$ cat config.mk
export PLATFORM = sky130hd
export DESIGN_NAME = uwasic_onboarding_emily_au
export DESIGN_NICKNAME = d
export VERILOG_FILES = /design/src/rtl/uwasic_onboarding_emily_au_pkg.sv /design/src/rtl/uwasic_onboarding_emily_au_spi_peripheral.sv /design/src/rtl/uwasic_onboarding_emily_au.sv
export SDC_FILE = /design/constraint.sdc
export NUM_CORES = 1
export LEC_CHECK = 0
export BUFFER_PORTS_ARGS = -buffer_cell sky130_fd_sc_hd__buf_2
export CAP_MARGIN = 20
export CORE_AREA = 2 2 85 87
export CTS_BUF_LIST = sky130_fd_sc_hd__clkbuf_4 sky130_fd_sc_hd__clkbuf_8
export CTS_CLUSTER_DIAMETER = 30
export DETAILED_ROUTE_END_ITERATION = 10
export DIE_AREA = 0 0 87 89
export PLACE_DENSITY = 0.73
export SLEW_MARGIN = 20
export SYNTH_ARGS = -nofsm -noshare
export SYNTH_HDL_FRONTEND = slang
export SYNTH_SLANG_ARGS = --single-unit
$ cat constraint.sdc
create_clock -name clk -period 2.51 [get_ports clk]
set_input_delay 0.251 -clock clk [delete_from_list [all_inputs] [get_ports clk]]
set_output_delay 0.251 -clock clk [all_outputs]
set_load 0.1 [all_outputs]
$ cat src/rtl/uwasic_onboarding_emily_au_pkg.sv
`default_nettype none
// ============================================================================
//  Module      : uwasic_onboarding_emily_au_pkg
//  Description : Shared constants and types for the SPI-controlled
//                16-channel PWM peripheral (register map, frame length,
//                default PWM prescaler).
//  Revision    : 1.0 - initial release
// ============================================================================
package uwasic_onboarding_emily_au_pkg;

    // Control register addresses
    localparam logic [6:0] ADDR_EN_OUT_LO = 7'd0;
    localparam logic [6:0] ADDR_EN_OUT_HI = 7'd1;
    localparam logic [6:0] ADDR_EN_PWM_LO = 7'd2;
    localparam logic [6:0] ADDR_EN_PWM_HI = 7'd3;
    localparam logic [6:0] ADDR_DUTY      = 7'd4;
    localparam logic [6:0] MAX_ADDR       = 7'd4;

    // Bits per SPI frame: R/W, 7-bit address, 8-bit data
    localparam int FRAME_BITS = 16;

    // clk cycles per PWM counter step (10 MHz / (13*256) ~= 3.0 kHz)
    localparam int PRESCALE = 13;

    typedef logic [7:0] reg8_t;

endpackage
`default_nettype wire

$ cat src/rtl/uwasic_onboarding_emily_au_spi_peripheral.sv
`default_nettype none
// ============================================================================
//  Module      : uwasic_onboarding_emily_au_spi_peripheral
//  Description : Write-only SPI mode-0 peripheral. Synchronises SCLK/COPI/nCS
//                into clk, shifts in a 16-bit frame and commits it to one of
//                five control registers on the nCS rising edge.
//  Revision    : 1.0 - initial release
// ============================================================================
module uwasic_onboarding_emily_au_spi_peripheral
    import uwasic_onboarding_emily_au_pkg::*;
(
    input  logic        clk,
    input  logic        rst_n,
    input  logic        i_sclk,
    input  logic        i_copi,
    input  logic        i_ncs,
    output logic [15:0] o_en_out,
    output logic [15:0] o_en_pwm,
    output logic [7:0]  o_duty
);

    logic [1:0]  r_sclk_sync;
    logic [1:0]  r_copi_sync;
    logic [1:0]  r_ncs_sync;
    logic        r_sclk_prev;
    logic        r_ncs_prev;
    logic [15:0] r_shift;
    logic [4:0]  r_bit_cnt;
    reg8_t       r_en_out_lo;
    reg8_t       r_en_out_hi;
    reg8_t       r_en_pwm_lo;
    reg8_t       r_en_pwm_hi;
    reg8_t       r_duty;

    logic        w_sclk_rise;
    logic        w_ncs_fall;
    logic        w_ncs_rise;
    logic        w_frame_full;
    logic        w_commit;
    logic [6:0]  w_addr;

    // Edges are taken between the synchronised value and its previous copy
    assign w_sclk_rise  = r_sclk_sync[1] & ~r_sclk_prev;
    assign w_ncs_fall   = ~r_ncs_sync[1] & r_ncs_prev;
    assign w_ncs_rise   = r_ncs_sync[1] & ~r_ncs_prev;
    assign w_frame_full = (r_bit_cnt == 5'(FRAME_BITS));
    assign w_addr       = r_shift[14:8];
    assign w_commit     = w_ncs_rise & w_frame_full & r_shift[15] & (w_addr <= MAX_ADDR);

    // Two-flop synchronisers plus one history flop for edge detection
    always_ff @(posedge clk or negedge rst_n) begin
        if (!rst_n) begin
            r_sclk_sync <= 2'b00;
            r_copi_sync <= 2'b00;
            r_ncs_sync  <= 2'b11;
            r_sclk_prev <= 1'b0;
            r_ncs_prev  <= 1'b1;
        end else begin
            r_sclk_sync <= {r_sclk_sync[0], i_sclk};
            r_copi_sync <= {r_copi_sync[0], i_copi};
            r_ncs_sync  <= {r_ncs_sync[0], i_ncs};
            r_sclk_prev <= r_sclk_sync[1];
            r_ncs_prev  <= r_ncs_sync[1];
        end
    end

    // Frame capture: cleared on nCS fall, shifts MSB-first while selected, saturates at 16 bits
    always_ff @(posedge clk or negedge rst_n) begin
        if (!rst_n) begin
            r_shift   <= 16'h0000;
            r_bit_cnt <= 5'd0;
        end else if (w_ncs_fall) begin
            r_shift   <= 16'h0000;
            r_bit_cnt <= 5'd0;
        end else if (!r_ncs_sync[1] && w_sclk_rise && !w_frame_full) begin
            r_shift   <= {r_shift[14:0], r_copi_sync[1]};
            r_bit_cnt <= r_bit_cnt + 5'd1;
        end
    end

    // Register file: a complete, in-range write frame commits when nCS rises
    always_ff @(posedge clk or negedge rst_n) begin
        if (!rst_n) begin
            r_en_out_lo <= 8'h00;
            r_en_out_hi <= 8'h00;
            r_en_pwm_lo <= 8'h00;
            r_en_pwm_hi <= 8'h00;
            r_duty      <= 8'h00;
        end else if (w_commit) begin
            case (w_addr)
                ADDR_EN_OUT_LO: r_en_out_lo <= r_shift[7:0];
                ADDR_EN_OUT_HI: r_en_out_hi <= r_shift[7:0];
                ADDR_EN_PWM_LO: r_en_pwm_lo <= r_shift[7:0];
                ADDR_EN_PWM_HI: r_en_pwm_hi <= r_shift[7:0];
                ADDR_DUTY:      r_duty      <= r_shift[7:0];
                default:        ;
            endcase
        end
    end

    assign o_en_out = {r_en_out_hi, r_en_out_lo};
    assign o_en_pwm = {r_en_pwm_hi, r_en_pwm_lo};
    assign o_duty   = r_duty;

endmodule
`default_nettype wire

$ cat src/rtl/uwasic_onboarding_emily_au.sv
`default_nettype none
// ============================================================================
//  Module      : uwasic_onboarding_emily_au
//  Description : Top level of the SPI-controlled 16-channel PWM peripheral.
//                Holds the shared prescaler / 8-bit PWM counter and the
//                per-channel output muxing (off / high / PWM).
//  Revision    : 1.0 - initial release
// ============================================================================
module uwasic_onboarding_emily_au
    import uwasic_onboarding_emily_au_pkg::*;
#(
    parameter int PRESCALE = uwasic_onboarding_emily_au_pkg::PRESCALE
) (
    input  logic       clk,
    input  logic       rst_n,
    input  logic       ena,
    input  logic [7:0] ui_in,
    input  logic [7:0] uio_in,
    output logic [7:0] uo_out,
    output logic [7:0] uio_out,
    output logic [7:0] uio_oe
);

    // Prescaler width, kept at least one bit wide for PRESCALE == 1
    localparam int PS_W = (PRESCALE > 1) ? $clog2(PRESCALE) : 1;

    logic [PS_W-1:0] r_pre;
    logic [7:0]      r_pwm_cnt;

    logic [15:0]     w_en_out;
    logic [15:0]     w_en_pwm;
    logic [7:0]      w_duty;
    logic            w_pre_wrap;
    logic            w_pwm;
    logic [15:0]     w_chan;
    logic            w_unused;

    assign w_unused = &{1'b0, ena, uio_in, ui_in[7:3]};

    uwasic_onboarding_emily_au_spi_peripheral u_spi_peripheral (
        .clk      (clk),
        .rst_n    (rst_n),
        .i_sclk   (ui_in[0]),
        .i_copi   (ui_in[1]),
        .i_ncs    (ui_in[2]),
        .o_en_out (w_en_out),
        .o_en_pwm (w_en_pwm),
        .o_duty   (w_duty)
    );

    assign w_pre_wrap = (r_pre == PS_W'(PRESCALE - 1));

    // Free-running prescaler; the PWM counter steps once per prescaler wrap
    always_ff @(posedge clk or negedge rst_n) begin
        if (!rst_n) begin
            r_pre     <= '0;
            r_pwm_cnt <= 8'h00;
        end else if (w_pre_wrap) begin
            r_pre     <= '0;
            r_pwm_cnt <= r_pwm_cnt + 8'd1;
        end else begin
            r_pre     <= r_pre + PS_W'(1);
        end
    end

    // duty 0xFF is forced fully on; otherwise high while the counter is below duty
    assign w_pwm = (w_duty == 8'hFF) ? 1'b1 : (r_pwm_cnt < w_duty);

    // Per channel: disabled -> 0, enabled -> PWM if selected, else constant 1
    assign w_chan  = w_en_out & (~w_en_pwm | {16{w_pwm}});
    assign uo_out  = w_chan[7:0];
    assign uio_out = w_chan[15:8];
    assign uio_oe  = 8'hFF;

endmodule
`default_nettype wire

==> results of run 1 <==
==> synthesized netlist by cell type (all sizes together) <==
cell type	instances	area share
dfrtp	78	0.55
mux2	40	0.13
a22o	17	0.042
a21boi	16	0.034
ha	12	0.042
inv	12	0.013
nor2	12	0.013
buf	11	0.021
nand3	8	0.014
nand4	7	0.020
nand2	6	0.0064
xnor2	6	0.015
xor2	6	0.015
a21oi	3	0.0042
dfstp	3	0.022
and3	2	0.0035
and4b	2	0.0057
clkbuf	2	0.0025
nor2b	2	0.0035
nor4b	2	0.0092
o21ai	2	0.0028
a2111oi	1	0.0025
a21o	1	0.0021
a41o	1	0.0028
and4	1	0.0025
and4bb	1	0.0035
conb	1	0.0011
nand2b	1	0.0018
nand4bb	1	0.0032
nor3	1	0.0014
nor3b	1	0.0035
nor4	1	0.0018
o21a	1	0.0021
o32ai	1	0.0025
o41ai	1	0.0025
==> worst reg2reg max path, cell delays in order, from the launching register on <==
cell and delay [ns]:
dfrtp_1 0.37, inv_1 0.08, ha_1 0.21, nand4bb_1 0.15
nand2_1 0.11, nor2_1 0.84, a22o_1 0.26
==> logic make-up (layout without fill, tap and decap cells) <==
kind of cell | count (synthesis) | after routing | share of synthesized area
compound gates | 44 | 44 | 0.0975
xor+xnor | 12 | 12 | 0.0297
fa+ha+maj | 12 | 12 | 0.0424
buf+inv | 25 | 66 | 0.0360
flops | 81 | 81 | 0.573
mux | 40 | 40 | 0.127
other cells | 1 | 8 | 0.00106
simple gates | 48 | 48 | 0.0929
==> registers in the layout (all words and copies together) (netlist names) <==
register,flops
u_spi_peripheral.r_sclk_sync,2
r_pwm_cnt,8
u_spi_peripheral.r_en_out_lo,8
u_spi_peripheral.r_ncs_sync,2
u_spi_peripheral.r_sclk_prev,1
u_spi_peripheral.r_copi_sync,2
u_spi_peripheral.r_shift,16
u_spi_peripheral.r_en_out_hi,8
u_spi_peripheral.r_en_pwm_lo,8
r_pre,4
u_spi_peripheral.o_duty,8
u_spi_peripheral.r_en_pwm_hi,8
u_spi_peripheral.r_ncs_prev,1
u_spi_peripheral.r_bit_cnt,5
==> where the power goes <==
part | internal, mW | switching, mW
Combinational | 0.0218 | 0.0988
Clock | 0.583 | 0.456
Sequential | 1.32 | 0.0132
Total | 1.92 | 0.568
==> how the worst min path moves through the flow <==
stage                                                      endpoint  slack, ns                                 startpoint
after floorplan                                  r_pre[0]$_DFF_PN0_      -0.04                                      rst_n
after global placement    u_spi_peripheral.r_sclk_sync[1]$_DFF_PN0_       0.33  u_spi_peripheral.r_sclk_sync[0]$_DFF_PN0_
after detailed placement  u_spi_peripheral.r_sclk_sync[1]$_DFF_PN0_       0.35  u_spi_peripheral.r_sclk_sync[0]$_DFF_PN0_
after CTS                   u_spi_peripheral.r_shift[0]$_DFFE_PN0P_        0.1                                      rst_n
after global routing       u_spi_peripheral.r_ncs_sync[1]$_DFF_PN1_       0.37   u_spi_peripheral.r_ncs_sync[0]$_DFF_PN1_
final                      u_spi_peripheral.r_ncs_sync[1]$_DFF_PN1_       0.36   u_spi_peripheral.r_ncs_sync[0]$_DFF_PN1_
==> cell type report <==
cell class	count	share of cell area
flip-flops and latches	81	0.443
multi-input cells	164	0.357
repair buffers	38	0.120
clock buffers	11	0.0303
well taps	80	0.0218
clock inverters	5	0.0172
inverters	12	0.00983
==> repair_timing <==
item,in CTS,in global routing
gates cloned,1,0
endpoints found under the hold margin,3,7
pin swaps,7,10
hold buffers,3,1
resized for setup,14,10
buffers inserted,5,4
setup endpoints to repair,15,16
==> per-stage QoR <==
step	setup slack [ns]	power [mW]
after floorplan	-0.449	1.44
after global placement	0.178	1.47
after detailed placement	0.187	1.47
after CTS	-0.0418	2.51
after global routing	-0.109	2.59
final	-0.0134	2.49
==> layer usage <==
metal,track usage,vias to the layer above,part of all wire
met5,0,-,0
met4,0.0895,0,0.016
met3,0.0517,9,0.027
met2,0.289,32,0.52
met1,0.252,1127,0.44
li1,-,1017,-
==> metrics, run 1 <==
Distinct cells, synth between 40 and 50; fin nets 337; average size of a mapped cell 13.5 um2; peak supply drop approximately 0.00035 V; reg2reg end u_spi_peripheral.r_shift[12]$_DFFE_PN0P_; #FFs+latches synth slightly above 80; TritonRoute pass-1 iters 4; slew margin rel. 0.274; gr usage total 0.189; cell chain of the critical path ha_2 > o21a_1 > nor2_1 > o32ai_4 > buf_6 > buf_16 > a21boi_4 > buf_12; CP endpoint uo_out[7]; Final period util 1.01; final clock skew just over 0.01 ns; CP startpoint r_pwm_cnt[2]$_DFFE_PN0N_; drt wl/cell approximately 17 um; Syn Inst Count approximately 260; Min-Delay Path Class register to register; first-pass GRT wire length about 11,000 um; Hold Violations, Final 0; die area ~0.0077 mm2; endpoint class of the critical path output port; number of CTS-inserted buffers 9; WP buf/inv 3; worst setup margin -0.0134 ns; design area between 0.004 and 0.005 mm2; register area approximately 0.002 mm2; Multi-input gate area roughly 0.0016 mm2; CP max FO 4; Slowest cell on crit path dfrtp_2; Crit Path Class register to output port; register-to-register setup slack between 0.4 and 0.5 ns; most frequent cells in the layout dfrtp_1 (77), mux2_2 (40), buf_12 (18); die height 89 um; WP data arrival 2.27 ns; vias in the first global route around 2,200; final core occ 0.682; fin crit period 2.52 ns; FMAX approximately 400 MHz; largest net degree at the start of global routing between 80 and 90; r2r startpoint u_spi_peripheral.r_bit_cnt[0]$_DFFE_PN0P_; CORE AREA around 0.0067 mm2; # rows 30; Hold WS ~0.36 ns; antenna-violating nets left 0; HPWL after DPL about 4000 um; PD cells between 500 and 600 mW/mm2; Inst Count DP ~360; initial antenna violation count 0; Setup violations, final 2; Syn-to-layout area delta 29.4%; Sink Count roughly 80; Slew @ Worst Pin approximately 1.1 ns; sequential-to-total area share from yosys stat 0.573; YS warnings 0; Post-Route WL around 6800 um; width of the die 87 um; total negative slack for setup checks -0.0142 ns; # diodes 0; Startpoint Class register; DR vias/cell between 5 and 6; GP Congestion between 0.7 and 0.8; DRC violations left 0; Final Max Slew Viols 0; CTS HTree Levels 3; Port Buffer Count 20; Post-Layout Cell Count 391; RSZ-0062 raised after global routing true; share of cells above drive strength 1 0.395; Starting DRT DRC Count 110; worst stage delay on the critical path 0.45 ns; CTS root buf clkbuf_8; Filler cells about 460; WP depth 8; Ports 43; commonest non-fill, non-tap cell in the layout dfrtp_1; starting density of the core 0.527; status finished with violations; worst path required time ~2.3 ns; clock-pin slew on the worst setup and hold paths roughly 0.08 ns; Post-DP Area 0.00410 mm2; CTS tree built; FF-to-FF path depth 6; grt ovf 0; worst skew pair latency 0.35 ns; failing checks negative setup slack; worst-case clock buffer depth 2; leakage between 2 and 2.5 nW; max_cap viols 0; CP top delay family compound AO/OA/AOI/OAI gates; Via Count approximately 2,200; hold path cells 0; Mapped Area 0.00354 mm2
(Power assumes the default switching activity.)
==> run 2, diff against run 1 <==
Settings changed: BUFFER_PORTS_ARGS -buffer_cell sky130_fd_sc_hd__buf_2 to -buffer_cell sky130_fd_sc_hd__buf_4, CORE_AREA 2 2 85 87 to 2 2 98 100, DIE_AREA 0 0 87 89 to 0 0 100 102, PLACE_DENSITY 0.73 to default, SLEW_MARGIN 20 to 5.
==> run 2 against run 1 <==
The flow still finishes with violations (negative setup slack). Cell count is 10% higher. Non-clock buffer count is 9 higher. Power is 1.2% higher. Maximum frequency is 2.2% lower. Sequential power hardly changed. Critical path type unchanged. Critical endpoint is now uio_out[2]. Largest cell class unchanged.
==> metrics, run 2 (synthesis gave the netlist of run 1 again) <==
status finished with violations (unchanged); failing checks negative setup slack (unchanged); Inst Count DP 403 (was 361); fin nets 346 (was 337); WP data arrival 2.33 ns (was 2.27 ns); Final period util 1.03 (was 1.01); CTS tree built (unchanged); Final Max Slew Viols 0 (unchanged); first-pass GRT wire length 10,800 um (was 10,900 um); starting density of the core 0.389 (was 0.527); TritonRoute pass-1 iters 4 (unchanged); DR vias/cell 5.10 (was 5.59); HPWL after DPL 4340 um (was 4100 um); Post-Route WL 6600 um (was 6760 um); Filler cells 782 (was 463); # diodes 0 (unchanged); largest net degree at the start of global routing 49 (was 82); Pwr Total 2.52 mW (was 2.49 mW); die height 102 um (was 89 um); gr usage total 0.137 (was 0.189); clock-pin slew on the worst setup and hold paths 0.07 ns (was 0.08 ns); slew margin rel. 0.293 (was 0.274); peak supply drop 0.000348 V (was 0.000355 V); switch share 0.224 (was 0.228); Hold Violations, Final 0 (unchanged); PD cells 541 mW/mm2 (was 544 mW/mm2); Comb power frac 0.049 (was 0.048); Setup violations, final 14 (was 2); fin crit period 2.58 ns (was 2.52 ns); Largest register FFs 16 (unchanged); Hold WS 0.0189 ns (was 0.357 ns); Syn-to-layout area delta 31.6% (was 29.4%); DRC violations left 0 (unchanged); Internal 1.96 mW (was 1.92 mW); Sequential Power Share 0.528 (was 0.535); worst skew pair latency 0.34 ns (was 0.35 ns); net switching power 0.565 mW (was 0.568 mW); Slew @ Worst Pin 1.06 ns (was 1.09 ns); # rows 35 (was 30); CTS root buf clkbuf_8 (unchanged); Via Count 2,197 (was 2,185); worst-case clock buffer depth 2 (unchanged); commonest non-fill, non-tap cell in the layout dfrtp_1 (unchanged); Ports 43 (unchanged); Min-Delay Path Class primary input to register (was register to register); GP Congestion 0.707 (was 0.743); RSZ-0062 raised after global routing true (unchanged); Startpoint Class register (unchanged); endpoint class of the critical path output port (unchanged); leakage 2.19 nW (was 2.15 nW); worst setup margin -0.0697 ns (was -0.0134 ns); final clock skew 0.00790 ns (was 0.0103 ns); CORE AREA 0.00911 mm2 (was 0.00672 mm2); initial antenna violation count 0 (unchanged); CTS HTree Levels 3 (unchanged); clock share of power 0.423 (was 0.417); Port Buffer Count 20 (unchanged); total negative slack for setup checks -0.457 ns (was -0.0142 ns); width of the die 100 um (was 87 um); worst path required time 2.26 ns (about the same); drt wl/cell 15.3 um (was 17.3 um); CP max FO 8 (was 4); antenna-violating nets left 0 (unchanged); die area 0.0102 mm2 (was 0.00774 mm2); Crit Path Class register to output port (unchanged); share of cells above drive strength 1 0.409 (was 0.395); Starting DRT DRC Count 60 (was 110); number of CTS-inserted buffers 9 (unchanged); grt ovf 0 (unchanged); Post-Layout Cell Count 431 (was 391); dpl ws 0.0213 ns (was 0.187 ns); FMAX 388 MHz (was 396 MHz); max_cap viols 0 (unchanged); vias in the first global route 2,199 (was 2,167); Sink Count 81 (unchanged); most frequent cells in the layout dfrtp_1 (78), mux2_2 (40), buf_4 (23) (was dfrtp_1 (77), mux2_2 (40), buf_12 (18)); Largest Register u_spi_peripheral.r_shift (unchanged)
## run 2: changes by cell type in the layout (fill, tap and decap cells not counted), sizes merged
cell | previous run | this run
buf | 34 | 44
clkbuf | 11 | 12
clkinv | 2 | 1
dlygate4sd3 | 4 | 3
## run 2: area by class of cell
| type | instances | area (um2) | share of cell area |
|---|---|---|---|
| repair buffers | 47 | 588 | 0.126 |
| clock inverters | 4 | 73.8 | 0.0158 |
| inverters | 12 | 45.0 | 0.00966 |
| flip-flops and latches | 81 | 2030 | 0.435 |
| multi-input cells | 164 | 1630 | 0.350 |
| well taps | 111 | 139 | 0.0298 |
| clock buffers | 12 | 153 | 0.0327 |
## run 2: metal layers
layer	share of wire	global-route usage	vias up
li1	-	-	1042
met1	0.47	0.182	1122
met2	0.50	0.221	25
met3	0.022	0.0253	8
met4	0.012	0.0622	0
met5	0	0	-
## run 2: worst paths after layout
check / startpoint / to / slack (ns) / cells after the start
max: r_pwm_cnt[6]$_DFFE_PN0N_ / uio_out[2] / -0.07 / 9
min reg2reg: u_spi_peripheral.r_copi_sync[0]$_DFF_PN0_ / u_spi_peripheral.r_copi_sync[1]$_DFF_PN0_ / 0.35 / 0
max in group asynchronous: rst_n / u_spi_peripheral.r_ncs_prev$_DFF_PN1_ / 1.38 / 3
min in group asynchronous: rst_n / r_pwm_cnt[4]$_DFFE_PN0N_ / 0.48 / 2
min: ui_in[1] / u_spi_peripheral.r_copi_sync[0]$_DFF_PN0_ / 0.02 / 1
max reg2reg: u_spi_peripheral.r_bit_cnt[0]$_DFFE_PN0P_ / u_spi_peripheral.r_shift[14]$_DFFE_PN0P_ / 0.49 / 6
## run 2: power by group through the flow
stage          combinational (mW)  clock, mW  sequential (mW)
2_1_floorplan              0.0908          0             1.35
3_3_place_gp                0.121          0             1.36
3_5_place_dp                0.122          0             1.36
4_1_cts                     0.126       1.09             1.33
5_1_grt                     0.135       1.15             1.33
6_report                    0.123       1.07             1.33
## run 2: what timing repair did
action	4_1_cts	5_1_grt
endpoints found under the setup margin	16	16
gates resized for setup	43	20
hold endpoints to repair	47	0
cloned	0	0
pin swaps	13	9
hold buffers	3	0
buffers inserted	2	7
## run 2: worst max-delay path, stage by stage, from the launching register on
cell	delay, ns
dfrtp_1	0.41
ha_4	0.25
buf_6	0.11
a41o_1	0.24
a21oi_2	0.18
o32ai_4	0.12
buf_12	0.16
buf_12	0.15
a21boi_4	0.18
buf_12	0.19
## run 2: metrics by stage
step                      area (um2)  utilization
after floorplan                 3680            -
after global routing            4660        0.512
after detailed placement        4040        0.443
final                           4660        0.512
after global placement          4040        0.443
after CTS                       4500        0.494
==> run 3, diff against run 2 <==
Clock period 2.51 ns to 2.6 ns, I/O delays scaled along.
==> run 3 against run 2 <==
The flow now finishes without violations. Flip-flop and latch count unchanged. Clock power decreased by 20%. Highest routed layer unchanged. Die area unchanged. Cell count decreased by 2.6%. Combinational power about the same. Design area decreased by 8.3%. Register-to-register slack improved by 0.13 ns. Via count decreased by 1.8%. Sequential share of layout area increased by 4.0 points. Utilization decreased by 4.3 points.
==> metrics, run 3 (synthesis gave the netlist of run 1 again) <==
antenna-violating nets left 0 (unchanged); starting density of the core 0.389 (unchanged); CTS root buf clkbuf_8 (unchanged); Multi-input gate area 0.00150 mm2 (was 0.00163 mm2); register-to-register setup slack 0.62 ns (was 0.49 ns); CP endpoint uo_out[4] (was uio_out[2]); status complete, no violations (was finished with violations); Internal 1.69 mW (was 1.96 mW); CP top delay family compound AO/OA/AOI/OAI gates (unchanged); RSZ-0062 raised after global routing false (was true); Comb power frac 0.055 (was 0.049); Starting DRT DRC Count 74 (was 60); clock-pin slew on the worst setup and hold paths 0.08 ns (was 0.07 ns); commonest non-fill, non-tap cell in the layout dfrtp_1 (unchanged); gr usage total 0.136 (was 0.137); Slowest cell on crit path o32ai_2 (was dfrtp_1); grt ovf 0 (unchanged); Pwr Total 2.27 mW (was 2.52 mW); leakage 2.07 nW (was 2.19 nW); CTS HTree Levels 3 (unchanged); fin nets 335 (was 346); peak supply drop 0.000325 V (was 0.000348 V); clock share of power 0.379 (was 0.423); Ports 43 (unchanged); WP data arrival 2.28 ns (was 2.33 ns); Syn-to-layout area delta 20.7% (was 31.6%); Setup violations, final 0 (was 14); Port Buffer Count 20 (unchanged); Sequential Power Share 0.567 (was 0.528); max_cap viols 0 (unchanged); width of the die 100 um (unchanged); share of cells above drive strength 1 0.359 (was 0.409); die area 0.0102 mm2 (unchanged); Startpoint Class register (unchanged); initial antenna violation count 0 (unchanged); fin crit period ~2.5 ns; HPWL after DPL 4060 um (was 4340 um); Via Count 2,158 (was 2,197); worst stage delay on the critical path 0.40 ns (was 0.41 ns); Largest Register u_spi_peripheral.r_shift (unchanged); vias in the first global route 2,162 (was 2,199); largest net degree at the start of global routing 82 (was 49); Filler cells 826 (was 782); CP startpoint u_spi_peripheral.o_duty[7]$_DFFE_PN0P_ (was r_pwm_cnt[6]$_DFFE_PN0N_); CTS tree built (unchanged); Min-Delay Path Class primary input to asynchronous set/reset pin (was primary input to register); final clock skew 0.00780 ns (was 0.00790 ns); Crit Path Class register to output port (unchanged); DRC violations left 0 (unchanged); net switching power 0.579 mW (was 0.565 mW); endpoint class of the critical path output port (unchanged); PD cells 531 mW/mm2 (was 541 mW/mm2); most frequent cells in the layout dfrtp_1 (78), mux2_2 (40), a22o_1 (17) (was dfrtp_1 (78), mux2_2 (40), buf_4 (23)); DR vias/cell 5.14 (was 5.10); drt wl/cell 15.6 um (was 15.3 um); worst path required time 2.34 ns (was 2.26 ns); CORE AREA 0.00911 mm2 (unchanged); worst skew pair latency 0.35 ns (was 0.34 ns); register area 0.00203 mm2 (unchanged); FF-to-FF path depth 6 (unchanged); TritonRoute pass-1 iters 4 (unchanged); Hold Violations, Final 0 (unchanged); CP max FO 8 (unchanged); FMAX just under 400 MHz; Post-Route WL 6560 um (was 6600 um); GP Congestion 0.748 (was 0.707); Sink Count 81 (unchanged); Largest register FFs 16 (unchanged); WP depth 8 (was 9); final core occ 0.469 (was 0.512); reg2reg end u_spi_peripheral.r_en_pwm_lo[7]$_DFFE_PN0P_ (was u_spi_peripheral.r_shift[14]$_DFFE_PN0P_); die height 102 um (unchanged); cell chain of the critical path inv_1 > ha_4 > and4_1 > o21ai_0 > o32ai_2 > buf_6 > a21boi_1 > buf_4 (was ha_4 > buf_6 > a41o_1 > a21oi_2 > o32ai_4 > buf_12 > buf_12 > a21boi_4 > buf_12); first-pass GRT wire length 10,800 um (unchanged); switch share 0.255 (was 0.224); WP buf/inv 3 (was 4); worst-case clock buffer depth 2 (unchanged); r2r startpoint u_spi_peripheral.r_bit_cnt[0]$_DFFE_PN0P_ (unchanged); # diodes 0 (unchanged); Final period util 0.977; Final Max Slew Viols 0 (unchanged); number of CTS-inserted buffers 9 (unchanged); # rows 35 (unchanged)
-- run 3: changes by cell type in the layout (fill, tap and decap cells not counted), sizes merged --
cell | previous run | this run
clkinvlp | 0 | 2
bufinv | 2 | 0
inv | 13 | 14
buf | 44 | 32
clkbuf | 12 | 11
dlygate4sd3 | 3 | 4
-- run 3: what timing repair did --
action                                 4_1_cts  5_1_grt
resized for setup                           16       20
setup endpoints to repair                   16       16
buffers inserted                             0        7
gates cloned                                 0        1
hold buffers                                 3        1
endpoints found under the hold margin        3       11
pin swaps                                    0        1
-- run 3: area by class of cell --
cell class,count,share of cell area
sequential,81,0.475
multi-input combinational,164,0.351
timing repair buffer,36,0.0881
clock buffer,11,0.0340
tap,111,0.0325
inverter,12,0.0105
clock inverter,5,0.00878
-- run 3: worst min path at each step --
stage,endpoint,startpoint,depth (start not counted)
after floorplan,r_pre[0]$_DFF_PN0_,rst_n,0
after global placement,u_spi_peripheral.r_sclk_sync[1]$_DFF_PN0_,u_spi_peripheral.r_sclk_sync[0]$_DFF_PN0_,0
after detailed placement,u_spi_peripheral.r_copi_sync[1]$_DFF_PN0_,u_spi_peripheral.r_copi_sync[0]$_DFF_PN0_,0
after CTS,u_spi_peripheral.r_en_pwm_lo[5]$_DFFE_PN0P_,rst_n,1
after global routing,u_spi_peripheral.r_bit_cnt[2]$_DFFE_PN0P_,rst_n,2
final,u_spi_peripheral.r_bit_cnt[2]$_DFFE_PN0P_,rst_n,2
-- run 3: per-layer routing --
metal | global-route usage | wire, um
met5 | 0 | 0
met4 | 0.0664 | 104
met3 | 0.0239 | 170
met2 | 0.208 | 3050
met1 | 0.189 | 3240
-- run 3: through the flow --
step | TNS, ns | instance area, um2 | setup slack [ns] | std cells | hold slack [ns]
2_1_floorplan | -7.67 | 3570 | -0.546 | 270 | -0.0356
3_3_place_gp | 0 | 3800 | 0.228 | 390 | 0.333
3_5_place_dp | 0 | 3800 | 0.206 | 390 | 0.339
4_1_cts | -0.0700 | 4070 | -0.0207 | 409 | 0.122
5_1_grt | 0 | 4270 | 0.00589 | 420 | 0.326
6_report | 0 | 4270 | 0.0589 | 420 | 0.309
-- run 3: power groups by stage --
stage | clock, mW | sequential [mW] | combinational [mW]
6_report | 0.859 | 1.29 | 0.124
5_1_grt | 0.945 | 1.29 | 0.136
4_1_cts | 0.884 | 1.29 | 0.119
3_5_place_dp | 0 | 1.31 | 0.115
3_3_place_gp | 0 | 1.31 | 0.114
2_1_floorplan | 0 | 1.31 | 0.0877
